### src/rtl/fifo_pop_adapter_pkg.sv
// Shared types for the fifo pop adapter and other stream stages.
// Holds the word width and the skid-buffer occupancy states.
package fifo_pop_adapter_pkg;

   localparam int WORD_WIDTH = 32;
   localparam int SKID_DEPTH = 2;

   typedef enum logic [1:0] {
      SKID_EMPTY = 2'd0,
      SKID_ONE   = 2'd1,
      SKID_TWO   = 2'd2
   } skid_state_t;

   function automatic logic [1:0] skid_count(input skid_state_t state);
      logic [1:0] count;
      case (state)
         SKID_ONE: count = 2'd1;
         SKID_TWO: count = 2'd2;
         default:  count = 2'd0;
      endcase
      return count;
   endfunction

endpackage

### src/rtl/fifo_pop_adapter_chk.sv
// Simulation-only invariants for the pop adapter: no overflow of the
// skid buffer and no read strobe toward an empty fifo.
module fifo_pop_adapter_chk (
   input logic       clk,
   input logic       reset_n,
   input logic       fifo_ready,
   input logic       fifo_read,
   input logic [1:0] occupancy,
   input logic       inflight
);

   logic [2:0] occ_sum_s;

   assign occ_sum_s = {1'b0, occupancy} + {2'b00, inflight};

   a_no_overflow: assert property (@(posedge clk) disable iff (!reset_n)
      occ_sum_s <= 3'd2);

   a_read_needs_ready: assert property (@(posedge clk) disable iff (!reset_n)
      fifo_read |-> fifo_ready);

endmodule

### src/rtl/fifo_pop_adapter_skid_buffer2.sv
// Two-entry skid buffer with push/pop/flush; entry 0 is always the head.
// Reusable by any stream stage that needs one cycle of capture slack.
module skid_buffer2
   import fifo_pop_adapter_pkg::*;
#(
   parameter int WIDTH = WORD_WIDTH
) (
   input  logic             clk,
   input  logic             reset_n,
   input  logic             flush,
   input  logic             push,
   input  logic [WIDTH-1:0] push_data,
   input  logic             pop,
   output logic             head_valid,
   output logic [WIDTH-1:0] head_data,
   output logic [1:0]       occupancy
);

   skid_state_t      state_r;
   logic [WIDTH-1:0] entry0_r;
   logic [WIDTH-1:0] entry1_r;

   // Occupancy state and entry shifting; flush wins over push and pop.
   always_ff @(posedge clk or negedge reset_n) begin
      if (!reset_n) begin
         state_r  <= SKID_EMPTY;
         entry0_r <= {WIDTH{1'b0}};
         entry1_r <= {WIDTH{1'b0}};
      end else if (flush) begin
         state_r <= SKID_EMPTY;
      end else begin
         case (state_r)
            SKID_EMPTY: begin
               if (push) begin
                  state_r  <= SKID_ONE;
                  entry0_r <= push_data;
               end
            end
            SKID_ONE: begin
               if (push && pop) begin
                  entry0_r <= push_data;
               end else if (push) begin
                  state_r  <= SKID_TWO;
                  entry1_r <= push_data;
               end else if (pop) begin
                  state_r <= SKID_EMPTY;
               end
            end
            SKID_TWO: begin
               if (pop) begin
                  entry0_r <= entry1_r;
                  if (push) begin
                     entry1_r <= push_data;
                  end else begin
                     state_r <= SKID_ONE;
                  end
               end
            end
            default: state_r <= SKID_EMPTY;
         endcase
      end
   end

   assign head_valid = (state_r != SKID_EMPTY);
   assign head_data  = entry0_r;
   assign occupancy  = skid_count(state_r);

endmodule

### src/rtl/fifo_pop_adapter.sv
// Converts the read-strobe / late-data fifo pop interface into a
// valid/ready stream backed by a two-entry skid buffer.
module fifo_pop_adapter
   import fifo_pop_adapter_pkg::*;
#(
   parameter int WIDTH     = WORD_WIDTH,
   parameter int BUF_DEPTH = SKID_DEPTH
) (
   input  logic             clk,
   input  logic             reset_n,
   input  logic             fifo_ready,
   output logic             fifo_read,
   input  logic [WIDTH-1:0] fifo_data,
   input  logic             flush,
   output logic             out_valid,
   input  logic             out_ready,
   output logic [WIDTH-1:0] out_data,
   output logic [1:0]       occupancy
);

   if (BUF_DEPTH != 2) begin : g_bad_depth
      $error("fifo_pop_adapter: BUF_DEPTH must be 2");
   end

   logic       inflight_r;
   logic       pop_s;
   logic       fifo_read_s;
   logic [2:0] pending_s;

   // Issue a read only if the word it returns is guaranteed a free slot.
   always_comb begin
      pop_s       = out_valid && out_ready;
      pending_s   = {1'b0, occupancy} + {2'b00, inflight_r} - {2'b00, pop_s};
      fifo_read_s = reset_n && fifo_ready && !flush && (pending_s <= 3'd1);
   end

   assign fifo_read = fifo_read_s;

   // The fifo returns data one cycle after the strobe.
   always_ff @(posedge clk or negedge reset_n) begin
      if (!reset_n) begin
         inflight_r <= 1'b0;
      end else begin
         inflight_r <= fifo_read_s;
      end
   end

   skid_buffer2 #(
      .WIDTH(WIDTH)
   ) u_skid (
      .clk       (clk),
      .reset_n   (reset_n),
      .flush     (flush),
      .push      (inflight_r),
      .push_data (fifo_data),
      .pop       (pop_s),
      .head_valid(out_valid),
      .head_data (out_data),
      .occupancy (occupancy)
   );

   fifo_pop_adapter_chk u_chk (
      .clk       (clk),
      .reset_n   (reset_n),
      .fifo_ready(fifo_ready),
      .fifo_read (fifo_read),
      .occupancy (occupancy),
      .inflight  (inflight_r)
   );

endmodule

### config.mk
export PLATFORM = sky130hd
export DESIGN_NAME = fifo_pop_adapter
export DESIGN_NICKNAME = d
export VERILOG_FILES = /design/src/rtl/fifo_pop_adapter_pkg.sv /design/src/rtl/fifo_pop_adapter_chk.sv /design/src/rtl/fifo_pop_adapter_skid_buffer2.sv /design/src/rtl/fifo_pop_adapter.sv
export SDC_FILE = /design/constraint.sdc
export NUM_CORES = 1
export LEC_CHECK = 0
export ABC_CLOCK_PERIOD_IN_PS = 3400
export CAP_MARGIN = 10
export CORE_ASPECT_RATIO = 1.1
export CORE_MARGIN = 3
export CORE_UTILIZATION = 50
export CTS_BUF_LIST = sky130_fd_sc_hd__clkbuf_16
export DETAILED_ROUTE_END_ITERATION = 10
export GPL_TIMING_DRIVEN = 0
export PLACE_DENSITY = 0.79
export SLEW_MARGIN = 20
export SYNTH_ARGS = -nofsm -noshare
export SYNTH_HDL_FRONTEND = slang
export SYNTH_SLANG_ARGS = --single-unit
### constraint.sdc
create_clock -name clk -period 3.4 [get_ports clk]
set_input_delay 0.85 -clock clk [delete_from_list [all_inputs] [get_ports clk]]
set_output_delay 0.85 -clock clk [all_outputs]
set_load 0.01 [all_outputs]
## Word-level counts from Yosys, hierarchy flattened

Index checks and enable logic that the tools add are counted.

| cells by class | value |
|---|---|
| $add $sub $neg | 2 |
| order comparisons | 1 |
| equality and inequality tests | 11 |
| muxes and demuxes | 17 |
| bitwise operators | 1 |
| reduce and logical (&&, ||, !) cells | 13 |

Operator list:

| operator | number |
|---|---|
| $mux 32 | 6 |
| $pmux 32 s3 | 1 |
| $pmux 32 s2 | 1 |
| $mux 2 | 7 |
| $reduce_and 5->1 | 2 |
| $ne 3x3->1 const B | 3 |
| $pmux 2 s3 | 1 |
| $logic_and 1x1->1 | 5 |
| $ne 2x1->1 const B | 2 |
| $ne 2x2->1 const B | 2 |
| $ne 4x3->1 const B | 1 |
| $pmux 2 s2 | 1 |
| $reduce_and 4->1 | 1 |
| $reduce_bool 2->1 | 2 |
| $add 2x1->3 | 1 |
| $le 3x1->1 const B | 1 |
| $ne 3x2->1 const B | 1 |
| $reduce_bool 3->1 | 1 |
| $sub 3x1->3 | 1 |
| $eq 2x1->1 const B | 1 |
| $eq 2x2->1 const B | 1 |
| $logic_not 2->1 | 1 |
| $logic_not 1->1 | 1 |
| $not 1->1 | 1 |

| word-level totals | value |
|---|---|
| flip-flop bits (word level) | 67 |
| output and inout bits | 36 |
| logic and storage cells | 49 |

## Longest topological paths before layout

Gate-level depths: netlist (run 1).

| logic depth | value |
|---|---|
| depth after elaboration | 7 |
| mapped depth | 9 |

## By module

Synthesis (run 1) repeated with hierarchy kept, for this count alone.

| unflattened totals | value |
|---|---|
| cells, all modules | 199 |
| area, all modules | 3291.9 um^2 |

Modules (own cells, without submodules):

| module | instances | cells each | area an instance (um^2) | seq. area each (um^2) |
|---|---|---|---|---|
| skid_buffer2 | 1 | 188 | 3183.1 | 1651.6 |
| fifo_pop_adapter | 1 | 11 | 108.9 | 25.0 |

## Worst setup path before layout (run 1)

OpenSTA, ideal clock, no wires.

| path | value |
|---|---|
| kind | input -> output |
| from | input out_ready |
| to | output fifo_read |
| arrival time | 2165 ps |
| setup slack | 385 ps |
| stages on the path | 8 |
| buffers on the path | 1 |
| path through | buf_2 nand2_1 xnor2_1 ha_1 inv_1 fa_1 nand4b_1 nor2_1 |

| between the ends | value |
|---|---|
| cells in the longest elaborated chain, start to end | 4 |

Ends and longest elaborated chain:

| element | RTL line | source |
|---|---|---|
| start, declared | fifo_pop_adapter.sv:16 | `input logic out_ready,` |
| $logic_and 1x1->1 | fifo_pop_adapter.sv:32 | `pop_s = out_valid && out_ready;` |
| $sub 3x1->3 | fifo_pop_adapter.sv:33 | `pending_s = {1'b0, occupancy} + {2'b00, inflight_r} - {2'b00, pop_s};` |
| $le 3x1->1 | fifo_pop_adapter.sv:34 | `fifo_read_s = reset_n && fifo_ready && !flush && (pending_s <= 3'd1);` |
| $logic_and 1x1->1 | fifo_pop_adapter.sv:34 |  |
| end, declared | fifo_pop_adapter.sv:12 | `output logic fifo_read,` |

No other way between the ends.

## Worst setup path in the final report (run 1)

| path | value |
|---|---|
| from | register u_skid.state_r[0] |
| to | output fifo_read |

| between the ends | value |
|---|---|
| cells in the longest elaborated chain, start to end | 6 |
| elaborated cells between the ends (all ways) | 9 |
| those cells by class | add/sub (2); order compare (1); eq/ne (2); mux (1); reduce/logical (3) |

Ends and longest elaborated chain:

| element | RTL line | source |
|---|---|---|
| start, declared | fifo_pop_adapter_skid_buffer2.sv:19 | `skid_state_t state_r;` |
| start signal, assigned | fifo_pop_adapter_skid_buffer2.sv:26 | `state_r <= SKID_EMPTY;` |
| start signal, assigned | fifo_pop_adapter_skid_buffer2.sv:30 | `state_r <= SKID_EMPTY;` |
| start signal, assigned | fifo_pop_adapter_skid_buffer2.sv:35 | `state_r <= SKID_ONE;` |
| $eq 2x2->1 or $eq 2x1->1 (tied branches) | fifo_pop_adapter_pkg.sv:16 | `case (state)` |
| $pmux 2 s2 | fifo_pop_adapter_pkg.sv:16 |  |
| $add 2x1->3 | - |  |
| $sub 3x1->3 * | fifo_pop_adapter.sv:33 |  |
| $le 3x1->1 * | fifo_pop_adapter.sv:34 |  |
| $logic_and 1x1->1 * | fifo_pop_adapter.sv:34 |  |

Mark *: on every way between the ends. The rest lies on a longest branch, timed or not.

==> results of run 1 <==
==> timing repair <==
item,4_1_cts,5_1_grt
gates resized for setup,4,3
setup endpoints to repair,1,1
pin swaps,1,1
setup buffers,1,0
==> path summary, 6_finish.rpt <==
kind,endpoint,startpoint
worst max-delay path,fifo_read,u_skid.state_r[0]$_DFFE_PN0P_
worst min-delay path,u_skid.entry1_r[6]$_DFFE_PN0P_,reset_n
worst max register to register,inflight_r$_DFF_PN0_,u_skid.state_r[0]$_DFFE_PN0P_
worst min register to register,u_skid.head_data[3]$_DFFE_PN0P_,u_skid.head_data[3]$_DFFE_PN0P_
max in group asynchronous,u_skid.state_r[0]$_DFFE_PN0P_,reset_n
min in group clk,u_skid.head_data[3]$_DFFE_PN0P_,u_skid.head_data[3]$_DFFE_PN0P_
==> cell usage in the layout, fill, tap and decap left out, types with 2 or more instances in the layout <==
cell type | netlist | routed
sky130_fd_sc_hd__clkinvlp_4 | 0 | 3
sky130_fd_sc_hd__clkbuf_16 | 0 | 9
sky130_fd_sc_hd__or3b_2 | 2 | 2
sky130_fd_sc_hd__mux2_4 | 37 | 37
sky130_fd_sc_hd__mux2_2 | 58 | 58
sky130_fd_sc_hd__buf_6 | 11 | 11
sky130_fd_sc_hd__buf_4 | 0 | 2
sky130_fd_sc_hd__dfrtp_1 | 67 | 66
sky130_fd_sc_hd__inv_1 | 2 | 3
sky130_fd_sc_hd__buf_2 | 2 | 3
sky130_fd_sc_hd__a21oi_1 | 3 | 3
sky130_fd_sc_hd__clkdlybuf4s50_1 | 0 | 69
sky130_fd_sc_hd__nor2b_1 | 2 | 2
==> flip-flops by register name, indices dropped and copies added (netlist names) <==
signal	count
u_skid.head_data	32
u_skid.entry1_r	32
u_skid.state_r	2
inflight_r	1
==> final cells by class <==
type / instances / area (um^2) / share of cell area, %
Buffer: 13 / 133.9 / 3.034
Clock buffer: 9 / 225.2 / 5.103
Clock inverter: 7 / 68.82 / 1.559
Inverter: 2 / 7.507 / 0.1701
Multi-Input combinational cell: 124 / 1469 / 33.29
Sequential cell: 67 / 1678 / 38.02
Tap cell: 80 / 100.1 / 2.268
Timing Repair Buffer: 73 / 730.7 / 16.56
==> power by group through the flow <==
stage / Sequential (uW) / Clock [uW] / Combinational, uW
after floorplan: 1100 / 0 / 216
after global placement: 1040 / 0 / 613
after detailed placement: 1050 / 0 / 626
after CTS: 1040 / 930 / 631
after global routing: 1070 / 964 / 661
final: 1040 / 906 / 620
==> stage by stage <==
stage                     instances  utilization (%)  power, uW  area, um^2
after global placement          357            65.29       1658        4093
after CTS                       375            70.42       2605        4414
after detailed placement        358            65.57       1680        4110
final                           375            70.40       2568        4413
after global routing            375            70.40       2691        4413
after floorplan                 206                -       1315        3282
==> Yosys cell counts, types with 2 or more instances <==
master	n
sky130_fd_sc_hd__a21oi_1	3
sky130_fd_sc_hd__nor2b_1	2
sky130_fd_sc_hd__or3b_2	2
sky130_fd_sc_hd__nor2_1	2
sky130_fd_sc_hd__buf_2	2
sky130_fd_sc_hd__nand2_1	2
sky130_fd_sc_hd__inv_1	2
sky130_fd_sc_hd__mux2_2	58
sky130_fd_sc_hd__mux2_4	37
sky130_fd_sc_hd__dfrtp_1	67
sky130_fd_sc_hd__buf_6	11
==> kinds of logic after synthesis <==
| group | count (synthesis) | synth area share [%] |
|---|---|---|
| xor gates and xnor gates | 2 | 0.5338 |
| adders and majority gates | 2 | 0.9912 |
| and+or+nand+nor | 16 | 3.584 |
| muxes | 97 | 37.48 |
| DFF | 67 | 51.09 |
| buffers and inverters | 15 | 4.308 |
| AOI/OAI and AO/OA | 7 | 2.020 |
==> routing by layer <==
metal	wire length (um)	vias up
li1	-	897
met1	2771	975
met2	2938	60
met3	341	9
met4	100	0
met5	0	-
==> run_summary.xml, run 1 <==
<?xml version="1.0" encoding="UTF-8"?>
<metrics>
  <group name="timing">
    <metric name="worst_slack" unit="ns">0.1096</metric>
    <metric name="worst_skew" unit="ns">0.005026</metric>
    <metric name="clock.fmax" unit="GHz">0.3039</metric>
    <metric name="timing.final.hold_violations" unit="">0</metric>
    <metric name="slew_viol_final" unit="">0</metric>
    <metric name="tightest_slew" unit="ns">0.4149</metric>
    <metric name="slew_margin_rel" unit="%">72.34</metric>
    <metric name="final.hold.worst_slack" unit="ns">0.4647</metric>
    <metric name="min_period" unit="ns">3.290</metric>
    <metric name="finalCritPeriodShare" unit="%">96.78</metric>
    <metric name="final.setup.tns" unit="ns">0</metric>
    <metric name="finalSetupViolCount" unit="">0</metric>
  </group>
  <group name="synthesis">
    <metric name="yosys_warnings" unit="">0</metric>
    <metric name="number_of_nets_produced_by_synthesis" unit="">245</metric>
    <metric name="synthesis.area" unit="um^2">3282</metric>
    <metric name="number_of_enable_flip_flop_cells_after_synthesis" unit="">0</metric>
    <metric name="seq_total_area_yosys" unit="%">51.09</metric>
    <metric name="netlist_top_cells_area" unit="">sky130_fd_sc_hd__dfrtp_1, sky130_fd_sc_hd__mux2_2, sky130_fd_sc_hd__mux2_4, sky130_fd_sc_hd__buf_6, sky130_fd_sc_hd__o32ai_4</metric>
    <metric name="synth_cells" unit="">206</metric>
    <metric name="postSynthAreaPerCell" unit="um^2">15.93</metric>
    <metric name="synth_top_cell_area_share" unit="%">51.09</metric>
    <metric name="postSynth.asyncResetShare" unit="%">100.0</metric>
    <metric name="synth.ff_latch_count" unit="">67</metric>
    <metric name="synthDominantAreaCellType" unit="">sky130_fd_sc_hd__dfrtp_1</metric>
    <metric name="netlist-cell-type-count" unit="">29</metric>
    <metric name="dominantRegCellSynth" unit="">sky130_fd_sc_hd__dfrtp_1</metric>
  </group>
  <group name="global_route">
    <metric name="gr-usage-met1" unit="%">22.23</metric>
    <metric name="grtUsageMet2" unit="%">28.88</metric>
    <metric name="busiest_layer" unit="">met2</metric>
    <metric name="global_route.overflow_total" unit="">0</metric>
    <metric name="initial_antenna_violation_count" unit="">0</metric>
    <metric name="groute.usage.overall" unit="%">17.86</metric>
    <metric name="grt_max_degree" unit="">39</metric>
    <metric name="first_global_vias" unit="">2203</metric>
    <metric name="first_pass_grt_wire_length" unit="mm">10.72</metric>
    <metric name="gr-usage-met3" unit="%">4.991</metric>
  </group>
  <group name="setup_path">
    <metric name="worst-path-buf-inv" unit="">2</metric>
    <metric name="r2r_slack" unit="ns">1.26</metric>
    <metric name="cp.required" unit="ns">2.55</metric>
    <metric name="worst_path_max_delay_cell" unit="">sky130_fd_sc_hd__fa_1</metric>
    <metric name="crit_fanout" unit="">9</metric>
    <metric name="cp_num_cells" unit="">9</metric>
    <metric name="timing.critical_path.cells" unit="">or2_2 &gt; nand2_2 &gt; xnor2_1 &gt; ha_1 &gt; inv_1 &gt; fa_1 &gt; nand4b_1 &gt; nor2_2 &gt; buf_2</metric>
    <metric name="worst_path_largest_cell_delay" unit="ns">0.48</metric>
    <metric name="setup_crit_path_kind" unit="">reg -&gt; out</metric>
    <metric name="path_delay_family" unit="">simple AND/OR/NAND/NOR gates</metric>
    <metric name="cp-end-kind" unit="">output pin</metric>
    <metric name="arrival" unit="ns">2.44</metric>
    <metric name="r2r_cells" unit="">9</metric>
    <metric name="startpoint_class" unit="">flip-flop</metric>
  </group>
  <group name="clock_tree">
    <metric name="tritoncts_clock_tree" unit="">done</metric>
    <metric name="clock-root-buffer" unit="">sky130_fd_sc_hd__clkbuf_16</metric>
    <metric name="cts_hold_buf" unit="">0</metric>
    <metric name="worstSkewPairLatency" unit="ns">0.32</metric>
    <metric name="cts_max_level" unit="">3</metric>
    <metric name="clock_transition_time_at_the_flip_flop_clock_pins_of_the_worst_setup_and_hold_paths" unit="ns">0.06</metric>
    <metric name="ctsLongestPathBuffers" unit="">2</metric>
    <metric name="cts-buffers-inserted" unit="">9</metric>
    <metric name="numClockSinks" unit="">67</metric>
  </group>
  <group name="placement">
    <metric name="detailedPlace.worstSlack" unit="ns">-0.2423</metric>
    <metric name="place_congestion" unit="">0.7674</metric>
    <metric name="dp.final_hpwl" unit="mm">4.219</metric>
    <metric name="port-buffer-count" unit="">71</metric>
  </group>
  <group name="detailed_routing">
    <metric name="firstDrtPassIters" unit="">4</metric>
    <metric name="initialDrtViolationCount" unit="">79</metric>
    <metric name="drc" unit="">0</metric>
    <metric name="postRouteAntennaNets" unit="">0</metric>
    <metric name="drt-wirelength-per-cell" unit="um">16.41</metric>
    <metric name="routed_wirelength" unit="mm">6.152</metric>
    <metric name="avgViaCountPerCell" unit="">5.176</metric>
    <metric name="num_vias" unit="">1941</metric>
  </group>
  <group name="outcome">
    <metric name="status" unit="">completed</metric>
  </group>
  <group name="pwr">
    <metric name="power.combinational.fraction" unit="%">24.2</metric>
    <metric name="p_leak" unit="uW">0.002011</metric>
    <metric name="p_switching" unit="uW">629.9</metric>
    <metric name="vdd.ir_drop.worst" unit="V">0.0004587</metric>
    <metric name="power_switching_share" unit="%">24.53</metric>
    <metric name="power_density" unit="nW/um^2">581.9</metric>
    <metric name="pwr-share-clk" unit="%">35.3</metric>
    <metric name="share_seq_of_total_power" unit="%">40.5</metric>
    <metric name="internal-power" unit="uW">1938</metric>
  </group>
  <group name="floorplanning">
    <metric name="standard_cell_row_count" unit="">30</metric>
    <metric name="top_level_ports" unit="">73</metric>
    <metric name="die_area" unit="um^2">7573</metric>
    <metric name="initial_core_util" unit="%">52.36</metric>
    <metric name="die_w" unit="um">83.25</metric>
    <metric name="coreArea" unit="um^2">6269</metric>
    <metric name="die_height" unit="um">90.97</metric>
  </group>
  <group name="final_layout">
    <metric name="antenna_cells_inserted" unit="">0</metric>
    <metric name="final_layout_size_suffix_gt1_share" unit="%">46.44</metric>
    <metric name="nFillCells" unit="">448</metric>
    <metric name="syn_to_layout_area_delta" unit="%">34.46</metric>
    <metric name="finalNetCount" unit="">329</metric>
  </group>
  <group name="min_path">
    <metric name="hold_path.class" unit="">in -&gt; async</metric>
  </group>
  <group name="flow_run">
    <metric name="drv_cap" unit="">0</metric>
  </group>
</metrics>
Note: power is estimated with default switching activity, not from simulation.
==> run 2, diff against run 1 <==
--- a/config.mk
+++ b/config.mk
@@ -6,12 +6,13 @@
 export NUM_CORES = 1
 export LEC_CHECK = 0
 export ABC_CLOCK_PERIOD_IN_PS = 3400
-export CAP_MARGIN = 10
+export CAP_MARGIN = 20
 export CORE_ASPECT_RATIO = 1.1
 export CORE_MARGIN = 3
 export CORE_UTILIZATION = 50
 export CTS_BUF_LIST = sky130_fd_sc_hd__clkbuf_16
 export DETAILED_ROUTE_END_ITERATION = 10
+export GPL_ROUTABILITY_DRIVEN = 0
 export GPL_TIMING_DRIVEN = 0
 export PLACE_DENSITY = 0.79
 export SLEW_MARGIN = 20
==> results of run 2 <==
No change in the layout: final DEF, timing and power equal those of run 1.
==> run 3, diff against run 2 <==
--- a/config.mk
+++ b/config.mk
@@ -5,10 +5,9 @@
 export SDC_FILE = /design/constraint.sdc
 export NUM_CORES = 1
 export LEC_CHECK = 0
-export ABC_CLOCK_PERIOD_IN_PS = 3400
 export CAP_MARGIN = 20
 export CORE_ASPECT_RATIO = 1.1
-export CORE_MARGIN = 3
+export CORE_MARGIN = 8
 export CORE_UTILIZATION = 50
 export CTS_BUF_LIST = sky130_fd_sc_hd__clkbuf_16
 export DETAILED_ROUTE_END_ITERATION = 10
==> run 3 against run 2 <==
  * Combinational power rose by 1%
  * Core utilization down 2.6 points
  * Worst setup slack improved by 0.032 ns
  * Clock power decreased by 8.5%
  * Global-route usage down 2.9 points
  * Critical path depth grew 1
  * Final area is 0.51% lower
  * Non-clock buffer count unchanged
  * Sequential share of layout area grew 0.20 points
==> run_summary.xml, run 3 (synthesis results as in run 1) <==
<?xml version="1.0" encoding="UTF-8"?>
<metrics>
  <group name="setup_path">
    <metric name="path_delay_family" unit="">adder cells</metric>
    <metric name="crit_fanout" unit="">9</metric>
    <metric name="r2r_cells" unit="">10</metric>
    <metric name="startpoint_class" unit="">flip-flop</metric>
    <metric name="worst-path-buf-inv" unit="">3</metric>
    <metric name="arrival" unit="ns">2.41</metric>
    <metric name="worst_path_max_delay_cell" unit="">sky130_fd_sc_hd__fa_1</metric>
    <metric name="worst_path_largest_cell_delay" unit="ns">0.47</metric>
    <metric name="cp_num_cells" unit="">10</metric>
    <metric name="cp.required" unit="ns">2.55</metric>
    <metric name="timing.critical_path.cells" unit="">buf_6 &gt; or2_2 &gt; nand2_2 &gt; xnor2_1 &gt; ha_2 &gt; inv_1 &gt; fa_1 &gt; nand4b_1 &gt; nor2_1 &gt; buf_2</metric>
    <metric name="cp-end-kind" unit="">output pin</metric>
    <metric name="setup_crit_path_kind" unit="">reg -&gt; out</metric>
  </group>
  <group name="detailed_routing">
    <metric name="firstDrtPassIters" unit="">4</metric>
    <metric name="topRoutingLayerUsed" unit="">met4</metric>
    <metric name="met2WireLength" unit="mm">3.129</metric>
    <metric name="drc" unit="">0</metric>
    <metric name="routed_wirelength" unit="mm">6.509</metric>
    <metric name="drt-wirelength-per-cell" unit="um">17.27</metric>
    <metric name="detail_route.wirelength.met1" unit="mm">2.898</metric>
    <metric name="initialDrtViolationCount" unit="">67</metric>
    <metric name="postRouteAntennaNets" unit="">0</metric>
    <metric name="detailroute.wirelength.met3" unit="um">407</metric>
    <metric name="num_vias" unit="">1928</metric>
    <metric name="avgViaCountPerCell" unit="">5.114</metric>
  </group>
  <group name="global_route">
    <metric name="initial_antenna_violation_count" unit="">0</metric>
    <metric name="global_route.overflow_total" unit="">0</metric>
    <metric name="first_global_vias" unit="">2134</metric>
    <metric name="grt_max_degree" unit="">36</metric>
    <metric name="groute.usage.overall" unit="%">14.97</metric>
    <metric name="first_pass_grt_wire_length" unit="mm">10.99</metric>
  </group>
  <group name="min_path">
    <metric name="hold_path.class" unit="">in -&gt; async</metric>
  </group>
  <group name="final_layout">
    <metric name="stdcell_area" unit="um^2">4390</metric>
    <metric name="leading_cell_types_in_the_layout_fill_and_taps_excluded" unit="">sky130_fd_sc_hd__clkdlybuf4s50_1, sky130_fd_sc_hd__dfrtp_1, sky130_fd_sc_hd__mux2_2, sky130_fd_sc_hd__mux2_4, sky130_fd_sc_hd__buf_6</metric>
    <metric name="antenna_cells_inserted" unit="">0</metric>
    <metric name="syn_to_layout_area_delta" unit="%">33.78</metric>
    <metric name="mostFrequentLayoutCell" unit="">sky130_fd_sc_hd__clkdlybuf4s50_1</metric>
    <metric name="finalNetCount" unit="">329</metric>
    <metric name="final_layout_size_suffix_gt1_share" unit="%">46.78</metric>
  </group>
  <group name="placement">
    <metric name="port-buffer-count" unit="">71</metric>
    <metric name="dp.final_hpwl" unit="mm">4.646</metric>
    <metric name="dpl_cell_area" unit="um^2">4113</metric>
  </group>
  <group name="floorplanning">
    <metric name="standard_cell_row_count" unit="">31</metric>
    <metric name="die_height" unit="um">101.0</metric>
    <metric name="die_area" unit="um^2">9415</metric>
    <metric name="die_w" unit="um">93.25</metric>
    <metric name="coreArea" unit="um^2">6477</metric>
    <metric name="top_level_ports" unit="">73</metric>
    <metric name="initial_core_util" unit="%">50.67</metric>
  </group>
  <group name="clock_tree">
    <metric name="ctsLongestPathBuffers" unit="">2</metric>
    <metric name="clock-root-buffer" unit="">sky130_fd_sc_hd__clkbuf_16</metric>
    <metric name="cts-buffers-inserted" unit="">9</metric>
    <metric name="numClockSinks" unit="">67</metric>
    <metric name="cts_max_level" unit="">3</metric>
    <metric name="clock_transition_time_at_the_flip_flop_clock_pins_of_the_worst_setup_and_hold_paths" unit="ns">0.05</metric>
    <metric name="tritoncts_clock_tree" unit="">done</metric>
    <metric name="worstSkewPairLatency" unit="ns">0.32</metric>
  </group>
  <group name="timing">
    <metric name="clock.fmax" unit="GHz">0.3069</metric>
    <metric name="final.hold.worst_slack" unit="ns">0.4795</metric>
    <metric name="timing.final.hold_violations" unit="">0</metric>
    <metric name="slew_margin_rel" unit="%">69.50</metric>
    <metric name="min_period" unit="ns">3.258</metric>
    <metric name="tightest_slew" unit="ns">0.4575</metric>
    <metric name="finalCritPeriodShare" unit="%">95.84</metric>
    <metric name="worst_skew" unit="ns">0.008120</metric>
    <metric name="slew_viol_final" unit="">0</metric>
    <metric name="finalSetupViolCount" unit="">0</metric>
  </group>
  <group name="pwr">
    <metric name="p_leak" unit="uW">0.002006</metric>
    <metric name="vdd.ir_drop.worst" unit="V">0.0003305</metric>
    <metric name="power_density" unit="nW/um^2">568.0</metric>
  </group>
  <group name="outcome">
    <metric name="status" unit="">completed</metric>
  </group>
  <group name="flow_run">
    <metric name="drv_cap" unit="">0</metric>
  </group>
</metrics>
## run 3: routing by layer
layer | global-route usage [%] | vias to the layer above
met1 | 19.02 | 965
met5 | 0 | -
met2 | 22.86 | 50
li1 | - | 904
met4 | 5.583 | 0
met3 | 5.142 | 9
## run 3: area by class of cell
type | instances | area, um^2
buffer | 13 | 133.9
clock buffer | 9 | 225.2
clock inverter | 7 | 43.79
fill | 443 | 2087
inverter | 2 | 7.507
multi-input combinational | 124 | 1469
sequential | 67 | 1678
tap | 82 | 102.6
timing repair buffer | 73 | 730.7
## run 3: worst register-to-register path, delay by kind of cell, from the launching register on
| kind | cells | cell delay (ns) |
|---|---|---|
| DFF | 1 | 0.37 |
| xor gates and xnor gates | 1 | 0.12 |
| buffers and inverters | 3 | 0.31 |
| and+or+nand+nor | 4 | 0.60 |
| adders and majority gates | 2 | 0.65 |
## run 3: worst paths after layout
| check | startpoint | endpoint | slack, ns |
|---|---|---|---|
| max | u_skid.state_r[1]$_DFFE_PN0P_ | fifo_read | 0.14 |
| min in group clk | u_skid.head_data[20]$_DFFE_PN0P_ | u_skid.head_data[20]$_DFFE_PN0P_ | 0.49 |
| max reg2reg | u_skid.state_r[1]$_DFFE_PN0P_ | inflight_r$_DFF_PN0_ | 1.29 |
| min | reset_n | u_skid.entry1_r[19]$_DFFE_PN0P_ | 0.48 |
| min reg2reg | u_skid.head_data[20]$_DFFE_PN0P_ | u_skid.head_data[20]$_DFFE_PN0P_ | 0.49 |
| max in group asynchronous | reset_n | u_skid.head_data[1]$_DFFE_PN0P_ | 2.40 |
## run 3: metrics by stage
stage	total power [uW]	setup TNS [ns]	util [%]	worst slack, ns	std cells
floorplan	1315	0	-	0.3847	206
global placement	1666	-55.62	63.22	-2.020	359
detailed placement	1687	-0.2038	63.49	-0.2038	360
CTS	2526	0	67.68	0.01182	376
global route	2618	-0.01435	67.78	-0.01435	377
finish	2494	0	67.78	0.1416	377
## run 3: power by group
part,internal [uW],switching (uW),total (uW)
sequential,955,83.5,1040
clock,490,339,829
combinational,419,208,627
## run 3: timing repair
action                     CTS  global route
gates resized for setup      4             3
buffers inserted             0             1
setup endpoints to repair    1             1
pin swaps                    0             1
hold buffers                 0             0
